## src/rtl/sram_port_arbiter_if.sv

```systemverilog
// Bundle of requester-side and SRAM-side signals shared by the two-client SRAM arbiter.
// The arbiter uses the slave modport; the requesters and the SRAM model use master.
interface sram_port_arbiter_if #(
  parameter int ADDR_W = 32,
  parameter int DATA_W = 32
);
  logic              req0, req1;
  logic              we0, we1;
  logic [ADDR_W-1:0] addr0, addr1;
  logic [DATA_W-1:0] wdata0, wdata1;
  logic              gnt0, gnt1;
  logic              done0, done1;
  logic [DATA_W-1:0] rdata0, rdata1;
  logic              resp0, resp1;
  logic              sram_cs;
  logic              sram_we;
  logic [ADDR_W-1:0] sram_addr;
  logic [DATA_W-1:0] sram_wdata;
  logic [DATA_W-1:0] sram_rdata;
  logic              sram_resp;

  modport slave (
    input  req0, req1, we0, we1, addr0, addr1, wdata0, wdata1, sram_rdata, sram_resp,
    output gnt0, gnt1, done0, done1, rdata0, rdata1, resp0, resp1,
           sram_cs, sram_we, sram_addr, sram_wdata
  );

  modport master (
    output req0, req1, we0, we1, addr0, addr1, wdata0, wdata1, sram_rdata, sram_resp,
    input  gnt0, gnt1, done0, done1, rdata0, rdata1, resp0, resp1,
           sram_cs, sram_we, sram_addr, sram_wdata
  );
endinterface

```

## src/rtl/sram_port_arbiter.sv

```systemverilog
// Round-robin arbiter sharing one single-port SRAM between two requesters.
// One command in flight at a time; every output comes straight from a flop.
module sram_port_arbiter #(
  parameter int ADDR_W = 32,
  parameter int DATA_W = 32,
  parameter int RD_LAT = 1
) (
  input logic                aclk,
  input logic                areset,
  sram_port_arbiter_if.slave bus
);
  typedef enum logic [1:0] {IDLE, ACCESS, WAIT, RESP} state_t;

  localparam logic [2:0] CNT_INIT = 3'(RD_LAT - 1);

  state_t                  state_q, state_d;
  logic                    prio_q, prio_d;
  logic                    winner_q, winner_d;
  logic [2:0]              cnt_q, cnt_d;
  logic [1:0]              gnt_q, gnt_d;
  logic [1:0]              done_q, done_d;
  logic [1:0]              resp_q, resp_d;
  logic [1:0][DATA_W-1:0]  rdata_q, rdata_d;
  logic                    cs_q, cs_d;
  logic                    we_q, we_d;
  logic [ADDR_W-1:0]       addr_q, addr_d;
  logic [DATA_W-1:0]       wdata_q, wdata_d;

  // Outputs are registered, so each is computed for the state being entered.
  // The SRAM command registers double as the latched command and hold through WAIT.
  always_comb begin
    state_d  = state_q;
    prio_d   = prio_q;
    winner_d = winner_q;
    cnt_d    = cnt_q;
    gnt_d    = '0;
    done_d   = '0;
    resp_d   = '0;
    rdata_d  = '0;
    cs_d     = 1'b0;
    we_d     = we_q;
    addr_d   = addr_q;
    wdata_d  = wdata_q;
    case (state_q)
      IDLE: begin
        if (bus.req0 || bus.req1) begin
          winner_d        = (bus.req0 && bus.req1) ? prio_q : bus.req1;
          gnt_d[winner_d] = 1'b1;
          cs_d            = 1'b1;
          we_d            = winner_d ? bus.we1    : bus.we0;
          addr_d          = winner_d ? bus.addr1  : bus.addr0;
          wdata_d         = winner_d ? bus.wdata1 : bus.wdata0;
          state_d         = ACCESS;
        end
      end
      ACCESS: begin
        prio_d  = ~winner_q;
        cnt_d   = CNT_INIT;
        state_d = WAIT;
      end
      WAIT: begin
        if (cnt_q == 3'd0) begin
          done_d[winner_q]  = 1'b1;
          resp_d[winner_q]  = bus.sram_resp;
          rdata_d[winner_q] = we_q ? '0 : bus.sram_rdata;
          state_d           = RESP;
        end else begin
          cnt_d = cnt_q - 3'd1;
        end
      end
      RESP: begin
        state_d = IDLE;
      end
      default: begin
        state_d = IDLE;
      end
    endcase
  end

  always_ff @(posedge aclk) begin
    if (areset) begin
      state_q  <= IDLE;
      prio_q   <= 1'b0;
      winner_q <= 1'b0;
      cnt_q    <= '0;
      gnt_q    <= '0;
      done_q   <= '0;
      resp_q   <= '0;
      rdata_q  <= '0;
      cs_q     <= 1'b0;
      we_q     <= 1'b0;
      addr_q   <= '0;
      wdata_q  <= '0;
    end else begin
      state_q  <= state_d;
      prio_q   <= prio_d;
      winner_q <= winner_d;
      cnt_q    <= cnt_d;
      gnt_q    <= gnt_d;
      done_q   <= done_d;
      resp_q   <= resp_d;
      rdata_q  <= rdata_d;
      cs_q     <= cs_d;
      we_q     <= we_d;
      addr_q   <= addr_d;
      wdata_q  <= wdata_d;
    end
  end

  assign bus.gnt0       = gnt_q[0];
  assign bus.gnt1       = gnt_q[1];
  assign bus.done0      = done_q[0];
  assign bus.done1      = done_q[1];
  assign bus.resp0      = resp_q[0];
  assign bus.resp1      = resp_q[1];
  assign bus.rdata0     = rdata_q[0];
  assign bus.rdata1     = rdata_q[1];
  assign bus.sram_cs    = cs_q;
  assign bus.sram_we    = we_q;
  assign bus.sram_addr  = addr_q;
  assign bus.sram_wdata = wdata_q;
endmodule

```

## src/flat_wrapper.sv

```systemverilog
// flat-port wrapper written by rule: the top's interface ports become plain ports
module sram_port_arbiter_flat 
#(
  parameter int ADDR_W = 32,
  parameter int DATA_W = 32,
  parameter int RD_LAT = 1
)
  (aclk, areset, bus_req0, bus_req1, bus_we0, bus_we1, bus_addr0, bus_addr1, bus_wdata0, bus_wdata1, bus_sram_rdata, bus_sram_resp, bus_gnt0, bus_gnt1, bus_done0, bus_done1, bus_rdata0, bus_rdata1, bus_resp0, bus_resp1, bus_sram_cs, bus_sram_we, bus_sram_addr, bus_sram_wdata);
  sram_port_arbiter_if #(.ADDR_W(ADDR_W), .DATA_W(DATA_W)) bus_i ();
  input logic aclk;
  input logic areset;
  input wire logic [$bits(bus_i.req0)-1:0] bus_req0;
  input wire logic [$bits(bus_i.req1)-1:0] bus_req1;
  input wire logic [$bits(bus_i.we0)-1:0] bus_we0;
  input wire logic [$bits(bus_i.we1)-1:0] bus_we1;
  input wire logic [$bits(bus_i.addr0)-1:0] bus_addr0;
  input wire logic [$bits(bus_i.addr1)-1:0] bus_addr1;
  input wire logic [$bits(bus_i.wdata0)-1:0] bus_wdata0;
  input wire logic [$bits(bus_i.wdata1)-1:0] bus_wdata1;
  input wire logic [$bits(bus_i.sram_rdata)-1:0] bus_sram_rdata;
  input wire logic [$bits(bus_i.sram_resp)-1:0] bus_sram_resp;
  output wire logic [$bits(bus_i.gnt0)-1:0] bus_gnt0;
  output wire logic [$bits(bus_i.gnt1)-1:0] bus_gnt1;
  output wire logic [$bits(bus_i.done0)-1:0] bus_done0;
  output wire logic [$bits(bus_i.done1)-1:0] bus_done1;
  output wire logic [$bits(bus_i.rdata0)-1:0] bus_rdata0;
  output wire logic [$bits(bus_i.rdata1)-1:0] bus_rdata1;
  output wire logic [$bits(bus_i.resp0)-1:0] bus_resp0;
  output wire logic [$bits(bus_i.resp1)-1:0] bus_resp1;
  output wire logic [$bits(bus_i.sram_cs)-1:0] bus_sram_cs;
  output wire logic [$bits(bus_i.sram_we)-1:0] bus_sram_we;
  output wire logic [$bits(bus_i.sram_addr)-1:0] bus_sram_addr;
  output wire logic [$bits(bus_i.sram_wdata)-1:0] bus_sram_wdata;
  assign bus_i.req0 = bus_req0;
  assign bus_i.req1 = bus_req1;
  assign bus_i.we0 = bus_we0;
  assign bus_i.we1 = bus_we1;
  assign bus_i.addr0 = bus_addr0;
  assign bus_i.addr1 = bus_addr1;
  assign bus_i.wdata0 = bus_wdata0;
  assign bus_i.wdata1 = bus_wdata1;
  assign bus_i.sram_rdata = bus_sram_rdata;
  assign bus_i.sram_resp = bus_sram_resp;
  assign bus_gnt0 = bus_i.gnt0;
  assign bus_gnt1 = bus_i.gnt1;
  assign bus_done0 = bus_i.done0;
  assign bus_done1 = bus_i.done1;
  assign bus_rdata0 = bus_i.rdata0;
  assign bus_rdata1 = bus_i.rdata1;
  assign bus_resp0 = bus_i.resp0;
  assign bus_resp1 = bus_i.resp1;
  assign bus_sram_cs = bus_i.sram_cs;
  assign bus_sram_we = bus_i.sram_we;
  assign bus_sram_addr = bus_i.sram_addr;
  assign bus_sram_wdata = bus_i.sram_wdata;
  sram_port_arbiter #(.ADDR_W(ADDR_W), .DATA_W(DATA_W), .RD_LAT(RD_LAT)) u_core (.aclk(aclk), .areset(areset), .bus(bus_i));
endmodule
```

## config.mk

```make
export PLATFORM = sky130hd
export DESIGN_NAME = sram_port_arbiter_flat
export DESIGN_NICKNAME = d
export VERILOG_FILES = /design/src/rtl/sram_port_arbiter_if.sv /design/src/rtl/sram_port_arbiter.sv /design/src/flat_wrapper.sv
export SDC_FILE = /design/constraint.sdc
export NUM_CORES = 1
export LEC_CHECK = 0
export CORE_ASPECT_RATIO = 1.25
export CORE_MARGIN = 4
export CORE_UTILIZATION = 41
export DETAILED_ROUTE_END_ITERATION = 10
export PLACE_DENSITY_LB_ADDON = 0.25
export SLEW_MARGIN = 10
export SYNTH_ARGS = -nofsm -noshare
export SYNTH_HDL_FRONTEND = slang
export SYNTH_SLANG_ARGS = --single-unit
```

## constraint.sdc

```tcl
create_clock -name aclk -period 3.1 [get_ports aclk]
set_input_delay 0.62 -clock aclk [delete_from_list [all_inputs] [get_ports aclk]]
set_output_delay 0.62 -clock aclk [all_outputs]
set_load 0.01 [all_outputs]
```

[After elaboration in Yosys (flattened, before gate mapping)]
Index checks and enable logic that the tools add are counted.
Storage, ports and cells
  word-level logic and storage cells: 61
  register bits after elaboration: 143
  input port bits: 167
  output and inout port bits: 136
Cells by class
  order comparisons: 4
  muxes and demuxes: 17
  add/subtract/negate cells: 1
  reductions and logical operators: 13
  equal/unequal tests: 6
  bitwise gates (word level): 7
Operators with widths (number)
  two-way mux 32 bit: 4
  AND 64 bit: 1
  demux 32 bit (select 1 bit): 1
  case mux 2 bit (4 select lines): 1
  case mux 3 bit (2 select lines): 1
  AND reduction 2 bit: 3
  OR reduction 3 bit: 2
  two-way mux 1 bit: 5
  NOT 1 bit: 5
  equality test 2 bit, second input constant: 2
  < comparator 1 x 2 -> 1 bit, second input constant: 2
  two-way mux 2 bit: 2
  inequality test 2 x 1 -> 1 bit, second input constant: 2
  logical AND 1 bit: 3
  zero test 3 bit: 1
  two-way mux 3 bit: 1
  subtractor 3 x 1 -> 3 bit, second input constant: 1
  AND 2 bit: 1
  demux 1 bit (select 1 bit): 2
  equality test 2 x 1 -> 1 bit, second input constant: 1
  >= comparator 1 bit, second input constant: 2
  zero test 2 bit: 1
  inequality test 2 bit, second input constant: 1
  nonzero test 2 bit: 1
  other kinds (2): 2

[Longest topological paths before layout]
  word-level depth: 6
  depth in mapped cells: 8
  depth with buffers taken out: 6

[Worst setup path before layout]
No wires, ideal clock.
  path kind: register to register
  from: register u_core.cnt_q[0]
  to: register u_core.cnt_q[2]
  stages on the path, launching flop included: 7
  clock period less this slack: 1.606 ns
  setup time: 0.070 ns
  path buffers: 0
  required time: 3.030 ns
  arrival: 1.536 ns
  setup slack: 1.494 ns
  path through: dfxtp_1 -> inv_1 -> ha_1 -> ha_1 -> and2_1 -> or4b_1 -> a21oi_1
Between the ends
  longest elaborated chain between the ends: 3
  elaborated cells between the ends (all ways): 6
  those cells by class: 1 x add/sub; 1 x eq/ne; 2 x mux; 2 x reduce/logical
RTL lines
  start, declared: line sram_port_arbiter.sv:19  | logic [2:0] cnt_q, cnt_d;
  start signal, assigned: line sram_port_arbiter.sv:98  | cnt_q <= cnt_d;
  subtractor 3 x 1 -> 3 bit or zero test 3 bit (tied branches): line sram_port_arbiter.sv:68, sram_port_arbiter.sv:62
  two-way mux 3 bit or inequality test 2 bit (tied branches)
  case mux 3 bit (2 select lines) or AND reduction 2 bit (tied branches)
Several ways; a longest one is shown, not always the timed one. The select of a mux whose other input is x is not followed.
A chain may end at the register's enable or synchronous reset.

[Worst setup path in the final report]
  from: register u_core.cnt_q[0]
  to: register u_core.rdata_q (netlist bit u_core.bus.rdata0[31])
Between the ends
  longest elaborated chain between the ends: 3
RTL lines
  zero test 3 bit: line sram_port_arbiter.sv:62  | if (cnt_q == 3'd0) begin
  NOT 1 bit (no source line)
  OR reduction 3 bit (no source line)
  end signal, assigned: line sram_port_arbiter.sv:102  | rdata_q <= rdata_d;
  end, declared: line sram_port_arbiter.sv:23  | logic [1:0][DATA_W-1:0] rdata_q, rdata_d;
Every way passes these cells.

==> flow_summary.toml <==
[sta]
report.final.hold_viol_count = 0
setup_repair_after_global_routing_missed_its_margin = "no"
tightestPinTransition_ns = 1.15
fin_crit_sh_pct = 67.5
final_clock_skew_ns = 0.00805
maxSlewHeadroom_pct = 23.2
clock.fmax_mhz = 478
totalNegativeSetupSlack_ns = 0
drv_slew = 0
post_route_minimum_period_ns = 2.09
setup_viol_count_final = 0

[clock_tree]
total_clock_buffers_created_by_cts = 17
cts_hold_buf = 0
clk_transition_reported_paths_ns = 0.06
worstSkewPairLatency_ns = 0.41
clk_root_buffer_cell = "sky130_fd_sc_hd__clkbuf_16"
cts_tree = "built"
cts_htree_levels = 4
post-cts-setup-buffer-count = 0
largest_buffer_count_on_any_clock_path = 2
cts_repair_resize_count = 0
cts_sinks = 143

[detailed_routing]
drtPass1Iterations = 5
route.detailed.vias_per_inst = 5.20
routed_wl_um = 18900
vias = 5551
detail_route.wl_per_cell_um = 17.8
ant_nets = 0
route.detailed.drc = 0
drt_first_iter_violations = 260

[setup_path]
critical_path_class = "flop to flop"
crit_path_end_kind = "flop"
critical-path-max-stage-delay_ns = 0.88
cp_common_cell = "sky130_fd_sc_hd__ha_1"
worstReg2RegEnd = "u_core.bus.rdata0[31]"
crit_chain = "inv_1, ha_1, ha_1, nand2_1, or3_1, nor2_1"
crit_fanout = 34
critPathArrivalTime_ns = 2.33
rr_startpoint = "u_core.cnt_q[0]"
timing.critical_path.slowest_stage_cell = "sky130_fd_sc_hd__or3_1"
timing.critical_path.required_ns = 3.34
r2r.worst_path.cells = 6
setup.worst_path.start_class = "flop"
rrSetupSlack_ns = 1.01

[floorplan]
number_of_standard_cell_rows_in_the_floorplan = 46
die-width_um = 111
start_util_pct = 42.3
die_h_um = 136
num_io_pins = 303
core-area_sq_mm = 0.0128
overall_die_area_sq_mm = 0.0151

[global_route]
first_pass_grt_wire_length_um = 29500
grt_start_max_net_pins = 79
first_global_vias = 5710
global_route.overflow_total = 0
grt_antenna_before_repair = 0
track_usage_pct = 24.3

[min_path]
hold_end = "u_core.cnt_q[2]"
hold_path.startpoint = "u_core.cnt_q[2]"
timing.hold.worst.class = "flop to flop"
worst_hold_path.num_cells = 2

[synth]
synthesis.yosys.warnings = 0
syn_inst = 613
postSynthAreaPerCell_sq_um = 8.81
synth_cell_types = 32
yosys_register_bits = 143
syn-num-nets = 787
synth-seq-area-share_pct = 53.0
synthesis.area_sq_mm = 0.00540

[placement]
gp_congestion = 0.824
detailedPlacementHpwl_um = 14000
place.detailed.instances = 1035
placed_inst_area_sq_mm = 0.00846
place.port_buffers = 302

[layout]
antenna_cells = 0
final_util_pct = 70.5
final_common_cell = "sky130_fd_sc_hd__clkdlybuf4s50_1"
mostFrequentLayoutCells = "sky130_fd_sc_hd__clkdlybuf4s50_1, sky130_fd_sc_hd__dfxtp_1, sky130_fd_sc_hd__nor2_1"
count_of_placed_standard_cells_in_the_final_layout_fillers_left_out = 1067
area.growth.synth_to_final_pct = 66.8
final_area_sq_mm = 0.00901
layout.nets = 1060
layout.filler_cells = 1000
drive_gt1_share_pct = 5.78

[power]
power.ir.vdd_worst_uv = 479
power_leakage_nw = 3.33
power_density_mw_per_mm2 = 755
power.total_mw = 6.80

[outcome]
outcome = "complete, no violations"

[run]
cap_viol_max_count = 0
==> critical path: cells and delay by family (launching register included) <==
kind                     cells  cell delay, ns
adder cells (fa/ha/maj)      2            0.43
AND/OR/NAND/NOR              3            1.10
buffers and inverters        1            0.06
flip-flops                   1            0.33
==> kinds of logic after synthesis <==
family          after synthesis  synth area share, %
simple gates                246                 20.8
compound gates              145                 18.4
mux                           1                0.185
fa+ha+maj                     7                 1.62
flops                       143                 53.0
buf+inv                      71                 6.00
==> worst max-delay path by stage <==
stage	end	start	cells after the start	slack [ns]
floorplan	u_core.cnt_q[2]	u_core.cnt_q[0]	6	1.49
global placement	u_core.bus.rdata0[31]	areset	3	0.82
detailed placement	u_core.bus.rdata0[31]	areset	3	0.77
CTS	u_core.bus.rdata0[31]	u_core.cnt_q[0]	6	1.00
global route	u_core.bus.rdata0[31]	u_core.cnt_q[0]	6	0.79
finish	u_core.bus.rdata0[31]	u_core.cnt_q[0]	6	1.01
==> through the flow <==
stage | hold WS [ns] | setup slack [ns]
detailed placement | 0.480 | 0.769
floorplan | 0.450 | 1.49
CTS | 0.489 | 1.00
global placement | 0.458 | 0.825
finish | 0.485 | 1.01
global route | 0.508 | 0.794
==> synthesized netlist by cell type (all sizes together) <==
| cell | number | area share (%) |
|---|---|---|
| inv | 10 | 0.69 |
| mux2i | 1 | 0.19 |
| ha | 7 | 1.6 |
| o21ai | 69 | 6.4 |
| o2111ai | 1 | 0.16 |
| dfxtp | 143 | 53 |
| nand2 | 2 | 0.14 |
| a211oi | 2 | 0.28 |
| and2b | 1 | 0.14 |
| or3 | 1 | 0.12 |
| or4b | 1 | 0.19 |
| a21oi | 5 | 0.46 |
| a21boi | 1 | 0.14 |
| nand3b | 2 | 0.28 |
| clkbuf | 28 | 2.0 |
| nor2 | 135 | 9.4 |
| nor4 | 1 | 0.12 |
| and2 | 1 | 0.12 |
| a311oi | 65 | 11 |
| or3b | 1 | 0.16 |
| nand2b | 35 | 4.1 |
| nand3 | 66 | 6.1 |
| o21a | 2 | 0.30 |
| buf | 33 | 3.3 |
==> final cells by class <==
type	count	area (sq um)	share of cell area, %
repair buffers	315	3120	34.7
inverters	10	37.5	0.417
clock inverters	15	125	1.39
multi-input cells	399	2220	24.7
flip-flops and latches	143	2860	31.8
well taps	168	210	2.33
clock buffers	17	425	4.72
==> layer usage <==
layer	routed length [um]	share of wire [%]	vias to the layer above	global-route usage (%)
li1	-	-	2691	-
met3	1790	9.5	34	8.68
met2	9330	49	288	42.6
met4	560	3.0	0	10.1
met1	7260	38	2538	26.8
met5	0	0	-	0
==> power by group <==
group	switching (mW)	total [mW]	leakage, nW	internal, mW
Combinational	1.26	2.49	1.90	1.23
Sequential	0.203	2.42	1.17	2.22
Clock	0.839	1.89	0.265	1.05
==> registers in the layout, summed over array words and instances, names as in the netlist, 2 cells and up <==
name                   flops
u_core.bus.sram_addr      32
u_core.bus.sram_wdata     32
u_core.cnt_q               3
u_core.gnt_q               2
u_core.resp_q              2
u_core.bus.rdata0         32
u_core.done_q              2
u_core.state_q             2
u_core.bus.rdata1         32
No activity file was read; power rests on OpenSTA's default activity.
